## config.mk

```make
export PLATFORM = sky130hd
export DESIGN_NAME = tiny_rv_decode
export DESIGN_NICKNAME = d
export VERILOG_FILES = /design/src/rtl/tiny_rv_pkg.sv /design/src/rtl/tiny_rv_imm_gen.sv /design/src/rtl/tiny_rv_decode.sv
export SDC_FILE = /design/constraint.sdc
export NUM_CORES = 1
export LEC_CHECK = 0
export BUFFER_PORTS_ARGS = -buffer_cell sky130_fd_sc_hd__buf_2
export CAP_MARGIN = 20
export CORE_MARGIN = 2
export CORE_UTILIZATION = 60
export CTS_BUF_LIST = sky130_fd_sc_hd__clkbuf_8 sky130_fd_sc_hd__clkbuf_16
export DETAILED_ROUTE_END_ITERATION = 10
export PLACE_DENSITY = 0.89
export SLEW_MARGIN = 25
export SYNTH_ARGS = -nofsm -noshare
export SYNTH_HDL_FRONTEND = slang
export SYNTH_SLANG_ARGS = --single-unit
```

## constraint.sdc

```tcl
create_clock -name i_clk -period 13.9 [get_ports i_clk]
set_input_delay 2.085 -clock i_clk [delete_from_list [all_inputs] [get_ports i_clk]]
set_output_delay 2.085 -clock i_clk [all_outputs]
set_load 0.05 [all_outputs]
```

## src/rtl/tiny_rv_pkg.sv

```systemverilog
// Shared RV32I decode definitions: opcode constants, immediate-format enum,
// decoded bundle type and small opcode classification helpers.
// Used by the decode stage and by the exec units.
package tiny_rv_pkg;

  localparam logic [6:0] RV_LUI      = 7'b0110111;
  localparam logic [6:0] RV_AUIPC    = 7'b0010111;
  localparam logic [6:0] RV_JAL      = 7'b1101111;
  localparam logic [6:0] RV_JALR     = 7'b1100111;
  localparam logic [6:0] RV_BRANCH   = 7'b1100011;
  localparam logic [6:0] RV_LOAD     = 7'b0000011;
  localparam logic [6:0] RV_STORE    = 7'b0100011;
  localparam logic [6:0] RV_OP_IMM   = 7'b0010011;
  localparam logic [6:0] RV_OP       = 7'b0110011;
  localparam logic [6:0] RV_MISC_MEM = 7'b0001111;
  localparam logic [6:0] RV_SYSTEM   = 7'b1110011;

  typedef enum logic [2:0] {
    ImmNone,
    ImmI,
    ImmS,
    ImmB,
    ImmU,
    ImmJ
  } imm_fmt_e;

  typedef struct packed {
    logic [31:0] pc;
    logic [6:0]  opcode;
    logic [2:0]  funct3;
    logic [6:0]  funct7;
    logic [4:0]  rd;
    logic [4:0]  rs1_idx;
    logic [4:0]  rs2_idx;
    logic [31:0] imm;
    logic        illegal;
  } bundle_t;

  // Every supported opcode ends in 2'b11, so an unknown opcode also covers
  // the compressed-encoding case.
  function automatic imm_fmt_e imm_fmt(input logic [6:0] opcode);
    imm_fmt_e fmt;
    case (opcode)
      RV_LUI, RV_AUIPC:                                 fmt = ImmU;
      RV_JAL:                                           fmt = ImmJ;
      RV_JALR, RV_LOAD, RV_OP_IMM, RV_MISC_MEM, RV_SYSTEM: fmt = ImmI;
      RV_STORE:                                         fmt = ImmS;
      RV_BRANCH:                                        fmt = ImmB;
      default:                                          fmt = ImmNone;
    endcase
    return fmt;
  endfunction

  function automatic logic is_legal(input logic [6:0] opcode);
    return (imm_fmt(opcode) != ImmNone) || (opcode == RV_OP);
  endfunction

endpackage

```

## src/rtl/tiny_rv_imm_gen.sv

```systemverilog
// Combinational RV32I immediate generator.
// Ports:
//   instr_i  raw 32-bit instruction
//   imm_o    sign-extended immediate for the opcode's format (0 for R-type/illegal)
module tiny_rv_imm_gen
  import tiny_rv_pkg::*;
(
  input  logic [31:0] instr_i,
  output logic [31:0] imm_o
);

  always_comb begin
    imm_o = '0;
    case (imm_fmt(instr_i[6:0]))
      ImmI: imm_o = {{20{instr_i[31]}}, instr_i[31:20]};
      ImmS: imm_o = {{20{instr_i[31]}}, instr_i[31:25], instr_i[11:7]};
      ImmB: imm_o = {{19{instr_i[31]}}, instr_i[31], instr_i[7], instr_i[30:25],
                     instr_i[11:8], 1'b0};
      ImmU: imm_o = {instr_i[31:12], 12'b0};
      ImmJ: imm_o = {{11{instr_i[31]}}, instr_i[31], instr_i[19:12], instr_i[20],
                     instr_i[30:21], 1'b0};
      default: imm_o = '0;
    endcase
  end

endmodule

```

## src/rtl/tiny_rv_decode.sv

```systemverilog
// RV32I decode stage with registered output bundle and a one-entry skid buffer.
// Ports:
//   i_clk, i_rst                 clock, async active-high reset
//   i_valid/o_ready, i_pc, i_instr  fetch-side handshake and payload
//   i_flush                      drop everything held and incoming
//   o_valid/i_ready              exec-side handshake
//   o_pc .. o_illegal            decoded bundle fields
module tiny_rv_decode
  import tiny_rv_pkg::*;
(
  input  logic        i_clk,
  input  logic        i_rst,
  input  logic        i_valid,
  output logic        o_ready,
  input  logic [31:0] i_pc,
  input  logic [31:0] i_instr,
  input  logic        i_flush,
  output logic        o_valid,
  input  logic        i_ready,
  output logic [31:0] o_pc,
  output logic [6:0]  o_opcode,
  output logic [2:0]  o_funct3,
  output logic [6:0]  o_funct7,
  output logic [4:0]  o_rd,
  output logic [4:0]  o_rs1_idx,
  output logic [4:0]  o_rs2_idx,
  output logic [31:0] o_imm,
  output logic        o_illegal
);

  typedef enum logic [1:0] {StEmpty, StOne, StFull} state_e;

  state_e  state_q, state_d;
  bundle_t out_q, out_d;
  bundle_t skid_q, skid_d;
  logic    ready_q, ready_d;
  bundle_t dec;
  logic [31:0] imm;
  logic    in_xfer, out_xfer;

  tiny_rv_imm_gen u_imm_gen (
    .instr_i (i_instr),
    .imm_o   (imm)
  );

  always_comb begin
    dec.pc      = i_pc;
    dec.opcode  = i_instr[6:0];
    dec.funct3  = i_instr[14:12];
    dec.funct7  = i_instr[31:25];
    dec.rd      = i_instr[11:7];
    dec.rs1_idx = i_instr[19:15];
    dec.rs2_idx = i_instr[24:20];
    dec.imm     = imm;
    dec.illegal = !is_legal(i_instr[6:0]);
  end

  assign in_xfer  = i_valid && ready_q;
  assign out_xfer = (state_q != StEmpty) && i_ready;

  always_comb begin
    state_d = state_q;
    out_d   = out_q;
    skid_d  = skid_q;
    if (i_flush) begin
      state_d = StEmpty;
      out_d   = '0;
      skid_d  = '0;
    end else begin
      unique case (state_q)
        StEmpty: begin
          if (in_xfer) begin
            out_d   = dec;
            state_d = StOne;
          end
        end
        StOne: begin
          if (in_xfer && !out_xfer) begin
            skid_d  = dec;
            state_d = StFull;
          end else if (in_xfer && out_xfer) begin
            out_d   = dec;
          end else if (out_xfer) begin
            state_d = StEmpty;
          end
        end
        StFull: begin
          // ready_q is low here, so no input can be accepted.
          if (out_xfer) begin
            out_d   = skid_q;
            state_d = StOne;
          end
        end
        default: state_d = StEmpty;
      endcase
    end
    ready_d = (state_d != StFull);
  end

  always_ff @(posedge i_clk or posedge i_rst) begin
    if (i_rst) begin
      state_q <= StEmpty;
      out_q   <= '0;
      skid_q  <= '0;
      ready_q <= 1'b1;
    end else begin
      state_q <= state_d;
      out_q   <= out_d;
      skid_q  <= skid_d;
      ready_q <= ready_d;
    end
  end

  assign o_ready   = ready_q;
  assign o_valid   = (state_q != StEmpty);
  assign o_pc      = out_q.pc;
  assign o_opcode  = out_q.opcode;
  assign o_funct3  = out_q.funct3;
  assign o_funct7  = out_q.funct7;
  assign o_rd      = out_q.rd;
  assign o_rs1_idx = out_q.rs1_idx;
  assign o_rs2_idx = out_q.rs2_idx;
  assign o_imm     = out_q.imm;
  assign o_illegal = out_q.illegal;

endmodule

```

# Yosys cells after proc, flatten, opt, wreduce, memory -nomap -nowiden
# Index checks and enable logic that the tools add are counted.
# word_totals
input_bits	69
ff_bits	197
# classes
mux	18
eq_ne	23
n_reduce_logical	17
# ops
op	n
$mux 97	8
$pmux 97 s3	1
$pmux 32 s5	1
$eq 7x7->1 const B	4
$eq 7x6->1 const B	3
$pmux 3 s5	1
$eq 7x5->1 const B	2
$mux 2	6
$ne 3x3->1 const B	4
$eq 7x2->1 const B	1
$eq 7x4->1 const B	1
$eq 3x2->1 const B	2
$eq 3x3->1 const B	2
$pmux 2 s3	1
$reduce_bool 2->1	3
$reduce_and 5->1	1
$reduce_or 5->1	1
$logic_and 1x1->1	4
$reduce_bool 4->1	1
$eq 3x1->1 const B	1
$reduce_bool 3->1	1
$eq 2x1->1 const B	1
$eq 2x2->1 const B	1
$logic_not 1->1	2
other kinds (5)	5

# Longest topological paths before layout
# logic_depth
ltp_word	10
mapped_depth	9

# By module
# A second synthesis with hierarchy kept.
# hier_totals
hier_cells	986
area_unflattened_um2	9882.0
# by_module_without_submodules
mod	area_each_um2	cells_each	seq_area_each_um2	instances
tiny_rv_decode	9273.9	891	4931.0	1
tiny_rv_imm_gen	608.1	95	0.0	1

# Worst setup path before layout
# OpenSTA, ideal clock, no wires.
# synth_path
path_type	input port to flip-flop
from	input i_instr[5]
to	register out_q, in the netlist o_imm[27]
cell_stages	8
setup_time_ns	0.138
arrival_ns	3.379
required_time_ns	13.762
slack_ns	10.382
path_buffers	3
cell_sequence	buf_4 > and2_2 > buf_2 > o21ai_2 > nand3_2 > a211oi_2 > buf_2 > a211oi_1
# synth_via
elab_chain_len	9
word_cells_on_any_way	24
classes_between	eq/ne: 15; mux: 7; reduce/logical: 2
# synth_lines
element	line_no	text
start: declaration	tiny_rv_decode.sv:16	input logic [31:0] i_instr,
$eq 7x7->1 (tied with other cells)	tiny_rv_pkg.sv:43	case (opcode)
$reduce_or 5->1 / $reduce_or 2->1 (equally long branches)	tiny_rv_pkg.sv:43	
$pmux 3 s5 *	tiny_rv_pkg.sv:43	
$eq 3x3->1 (tied with other cells)	tiny_rv_imm_gen.sv:14	case (imm_fmt(instr_i[6:0]))
$pmux 32 s5 *	tiny_rv_imm_gen.sv:14	
$mux 97	tiny_rv_decode.sv:81	end else if (in_xfer && out_xfer) begin
$mux 97	tiny_rv_decode.sv:78	if (in_xfer && !out_xfer) begin
$pmux 97 s3 *	tiny_rv_decode.sv:70	unique case (state_q)
$mux 97 *	tiny_rv_decode.sv:65	if (i_flush) begin
end signal: assignment	tiny_rv_decode.sv:108	out_q <= out_d;
end: declaration	tiny_rv_decode.sv:34	bundle_t out_q, out_d;
# Mark *: on every way between the ends. The rest lies on a longest branch, timed or not. The select of a mux whose other input is x is not followed.
# A chain may end at the register's enable or synchronous reset.

# Worst setup path after layout
# layout_path
from	input i_ready
to	register out_q, in the netlist o_imm[23]
# layout_via
elab_chain_len	5
word_cells_on_any_way	8
classes_between	eq/ne: 3; reduce/logical: 5
# layout_lines
element	line_no	text
start: declaration	tiny_rv_decode.sv:19	input logic i_ready,
$logic_and 1x1->1 *	tiny_rv_decode.sv:59	assign out_xfer = (state_q != StEmpty) && i_ready;
$logic_not 1->1	tiny_rv_decode.sv:78	
$logic_and 1x1->1	tiny_rv_decode.sv:78	
$ne 3x3->1 (no source line)	-	
$reduce_and 5->1 (no source line) *	-	
# Mark *: on every way between the ends. The rest lies on a longest branch, timed or not.

==> summary.md <==
| Metric | Value |
|---|---|
| Multi-input logic area | `3969 um2` |
| CP top delay family | `compound AO/OA/AOI/OAI gates` |
| Worst reg-to-reg path cell count | `7` |
| Wire per inst | `18.70 um` |
| First-pass GRT wire length | `37.94 mm` |
| Post-Syn Nets | `1031` |
| Least-Margin Pin Slew | `1047 ps` |
| WP data required | `14210 ps` |
| Logic gate share of total power | `0.259` |
| DR vias/cell | `6.215` |
| Setup TNS | `0 ps` |
| RSZ-0062 raised after global routing | `no` |
| Fillcell total | `1152` |
| CTS sink cnt | `197` |
| Fraction of layout instances using a drive strength above 1 | `0.2071` |
| Largest net degree at the start of global routing | `118` |
| Min-delay worst type | `reg2reg` |
| Critical path cell sequence | `buf_2 -> o21bai_1 -> a32o_4 -> buf_4 -> o21ai_0 -> a211oi_1` |
| Hold Crit Depth | `1` |
| Hold Path End | `o_imm[4]` |
| Max-Cap Viols | `0` |
| Core ar. | `15150 um2` |
| Ports | `168` |
| DP Cell Count | `1233` |
| P_leak | `4.685 nW` |
| Die width | `128.3 um` |
| Share of power burned in registers | `0.417` |
| Hpwl dp | `14.36 mm` |
| DRC viols | `0` |
| Critical Path AT | `4410 ps` |
| Vias | `7868` |
| Post-synthesis cell area | `9263 um2` |
| FF/Latch Area | `4931 um2` |
| Final ANT Viol Nets | `0` |
| Slew headroom | `0.3018` |
| Tcrit/Tclk final | `0.2949` |
| Minimum clock period | `4099 ps` |
| Area of the die | `16450 um2` |
| Number of buffers and inverters on the critical path | `2` |
| Total power | `1.580 mW` |
| Final Max Slew Viols | `0` |
| Sequential fraction of the synthesis area | `0.5324` |
| Outcome | `completed` |
| 1st-iter DRT viols | `692` |
| First-pass detailed-route iteration total | `5` |
| Final Hold Viols | `0` |
| Reg2Reg Setup Slack | `10540 ps` |
| Worst Clk Skew | `7.632 ps` |
| Post-synth top flop | `dfrtp_1` |
| Buffers added on ports | `167` |
| Pwr per Cell Area | `147.9 nW/um2` |
| GRT Total Usage | `0.2929` |
| Worst-path clk slew | `70 ps` |
| Area growth syn-to-layout | `15.33%` |
| Pre-CTS WS | `9380 ps` |
| Sw frac | `0.3548` |
| Postcts setup bufs | `0` |
| Startpoint types | `input port` |
| End of the worst register-to-register path | `o_imm[23]` |
| Setup CP Type | `in2reg` |
| CTS root buf | `clkbuf_16` |
| Setup-failing EPs final | `0` |
| Async set or reset register ratio after synthesis | `1.000` |
| Vias in the first global route | `7410` |
| Antenna violations before repair | `1` |
| CP Max Fanout | `86` |
| CP Capture Type | `flip-flop` |
| Post-synthesis cell count | `958` |
| CTS Hold Buffers Added | `0` |
| Syn_area_per_cell | `9.669 um2` |
| Psw | `0.5607 mW` |
| Congestion Overflow GR | `0` |
| CTS Buffer Depth | `2` |
| Worst vdd ir | `0.0001456 V` |
| Resized Gates After CTS | `0` |
| Total CTS buffers | `17` |
| Post-synth EDFFs | `0` |
| P_int | `1.019 mW` |
| Clk pwr share | `0.324` |
| Commonest cells after routing, fill and taps aside | `dfrtp_1, buf_2, nand2_1, nor2_1, a211oi_1` |
| Htree depth | `4` |
| PnR worst setup slack | `9801 ps` |
| Synthesis Warnings | `0` |
| Hold Startpoint | `o_imm[4]` |
| Netlist cell types | `52` |
| Reg2Reg Launch Point | `state_q[0]` |
| CTS tree | `done` |
| WHS | `508.8 ps` |
| Slowest-stage cell, CP | `buf_4` |
| Final wirelength | `23.68 mm` |
| # rows | `45` |
| Post-layout instance count excluding filler cells | `1266` |
| Starting density of the core | `0.6116` |
| Fmax | `0.2440 GHz` |
| Die span in y | `128.3 um` |
| Clock Latency Late Sink | `430 ps` |
| Synthesis-stage register bit count | `197` |
| Nets | `1137` |
| Max incr delay on CP | `790 ps` |
| Commonest non-fill, non-tap cell in the layout | `dfrtp_1` |
| GP Congestion | `0.8312` |
logic make-up (layout without fill, tap and decap cells):
family / after synthesis / after routing / synth area share
and+or+nand+nor: 340 / 340 / 0.1564
AOI/OAI and AO/OA: 258 / 258 / 0.1918
DFF: 197 / 197 / 0.5324
buffers and inverters: 94 / 213 / 0.04390
muxes: 64 / 64 / 0.06916
adders and majority gates: 4 / 4 / 0.005403
xor gates and xnor gates: 1 / 1 / 0.0009457
other: 0 / 1 / 0
registers in the layout, summed over array words and instances, names as in the netlist:
signal,count
o_imm,32
state_q,2
skid_q,97
o_rs1_idx,5
o_rd,5
o_opcode,7
o_pc,32
o_rs2_idx,5
o_illegal,1
o_funct3,3
o_ready,1
o_funct7,7
worst max-delay path by stage:
stage                  from          end  slack, ps  cells past startpoint
CTS                 i_ready    o_imm[23]       9800                      6
global route        i_ready    o_imm[23]       9600                      6
detailed placement  i_ready     o_imm[1]       9380                      6
finish              i_ready    o_imm[23]       9800                      6
floorplan             i_rst  o_funct3[0]       6450                      1
global placement    i_ready     o_imm[3]       9460                      6
synth_stat cells, types with 2 or more instances:
library cell / instances / area (um2)
a211oi_1: 98 / 735.7
a21oi_1: 84 / 420.4
a221o_1: 4 / 40.04
a221oi_1: 19 / 166.4
a22oi_1: 2 / 15.01
a32o_1: 5 / 50.05
a32oi_1: 2 / 17.52
and3_1: 3 / 18.77
buf_1: 8 / 30.03
buf_2: 22 / 110.1
buf_4: 3 / 22.52
buf_6: 2 / 22.52
clkbuf_1: 52 / 195.2
dfrtp_1: 196 / 4905
ha_1: 4 / 50.05
inv_1: 7 / 26.28
mux2i_1: 64 / 640.6
nand2_1: 165 / 619.3
nand2b_1: 5 / 31.28
nand3_1: 3 / 15.01
nand3b_1: 10 / 75.07
nand4_1: 6 / 37.54
nor2_1: 111 / 416.7
nor2b_1: 3 / 18.77
nor3_1: 15 / 75.07
o21ai_0: 16 / 80.08
o21ai_1: 2 / 10.01
o21ai_2: 2 / 17.52
o22ai_1: 4 / 25.02
o311ai_0: 2 / 17.52
o41ai_1: 8 / 70.07
or3_1: 11 / 68.82
layer usage:
metal  GRT usage  wire (um)  vias to the layer above
met5           0          0                        -
met4     0.09567        551                        0
met3     0.07346       1935                       45
met2      0.4628      11540                      372
met1      0.4003       9652                     3828
li1            -          -                     3623
final cells by class:
class                      count  share of cell area
clock buffer                  19             0.04240
multi-input combinational    667              0.3715
antenna                        1           0.0002342
clock inverter                13             0.01464
sequential                   197              0.4616
tap                          188             0.02202
inverter                       7            0.003162
timing repair buffer         174             0.08445
power by group through the flow:
| stage | Combinational, mW | Sequential (mW) | Clock [mW] |
|---|---|---|---|
| CTS | 0.409 | 0.659 | 0.515 |
| global route | 0.440 | 0.665 | 0.542 |
| floorplan | 0.167 | 0.804 | 0 |
| finish | 0.409 | 0.659 | 0.512 |
| global placement | 0.398 | 0.667 | 0 |
| detailed placement | 0.407 | 0.669 | 0 |
metrics by stage:
stage | cell area [um2] | utilization
after floorplan | 9263 | -
after global placement | 10060 | 0.6644
after detailed placement | 10060 | 0.6644
after CTS | 10670 | 0.7047
after global routing | 10680 | 0.7053
final | 10680 | 0.7053
No activity file was read; power rests on OpenSTA's default activity.
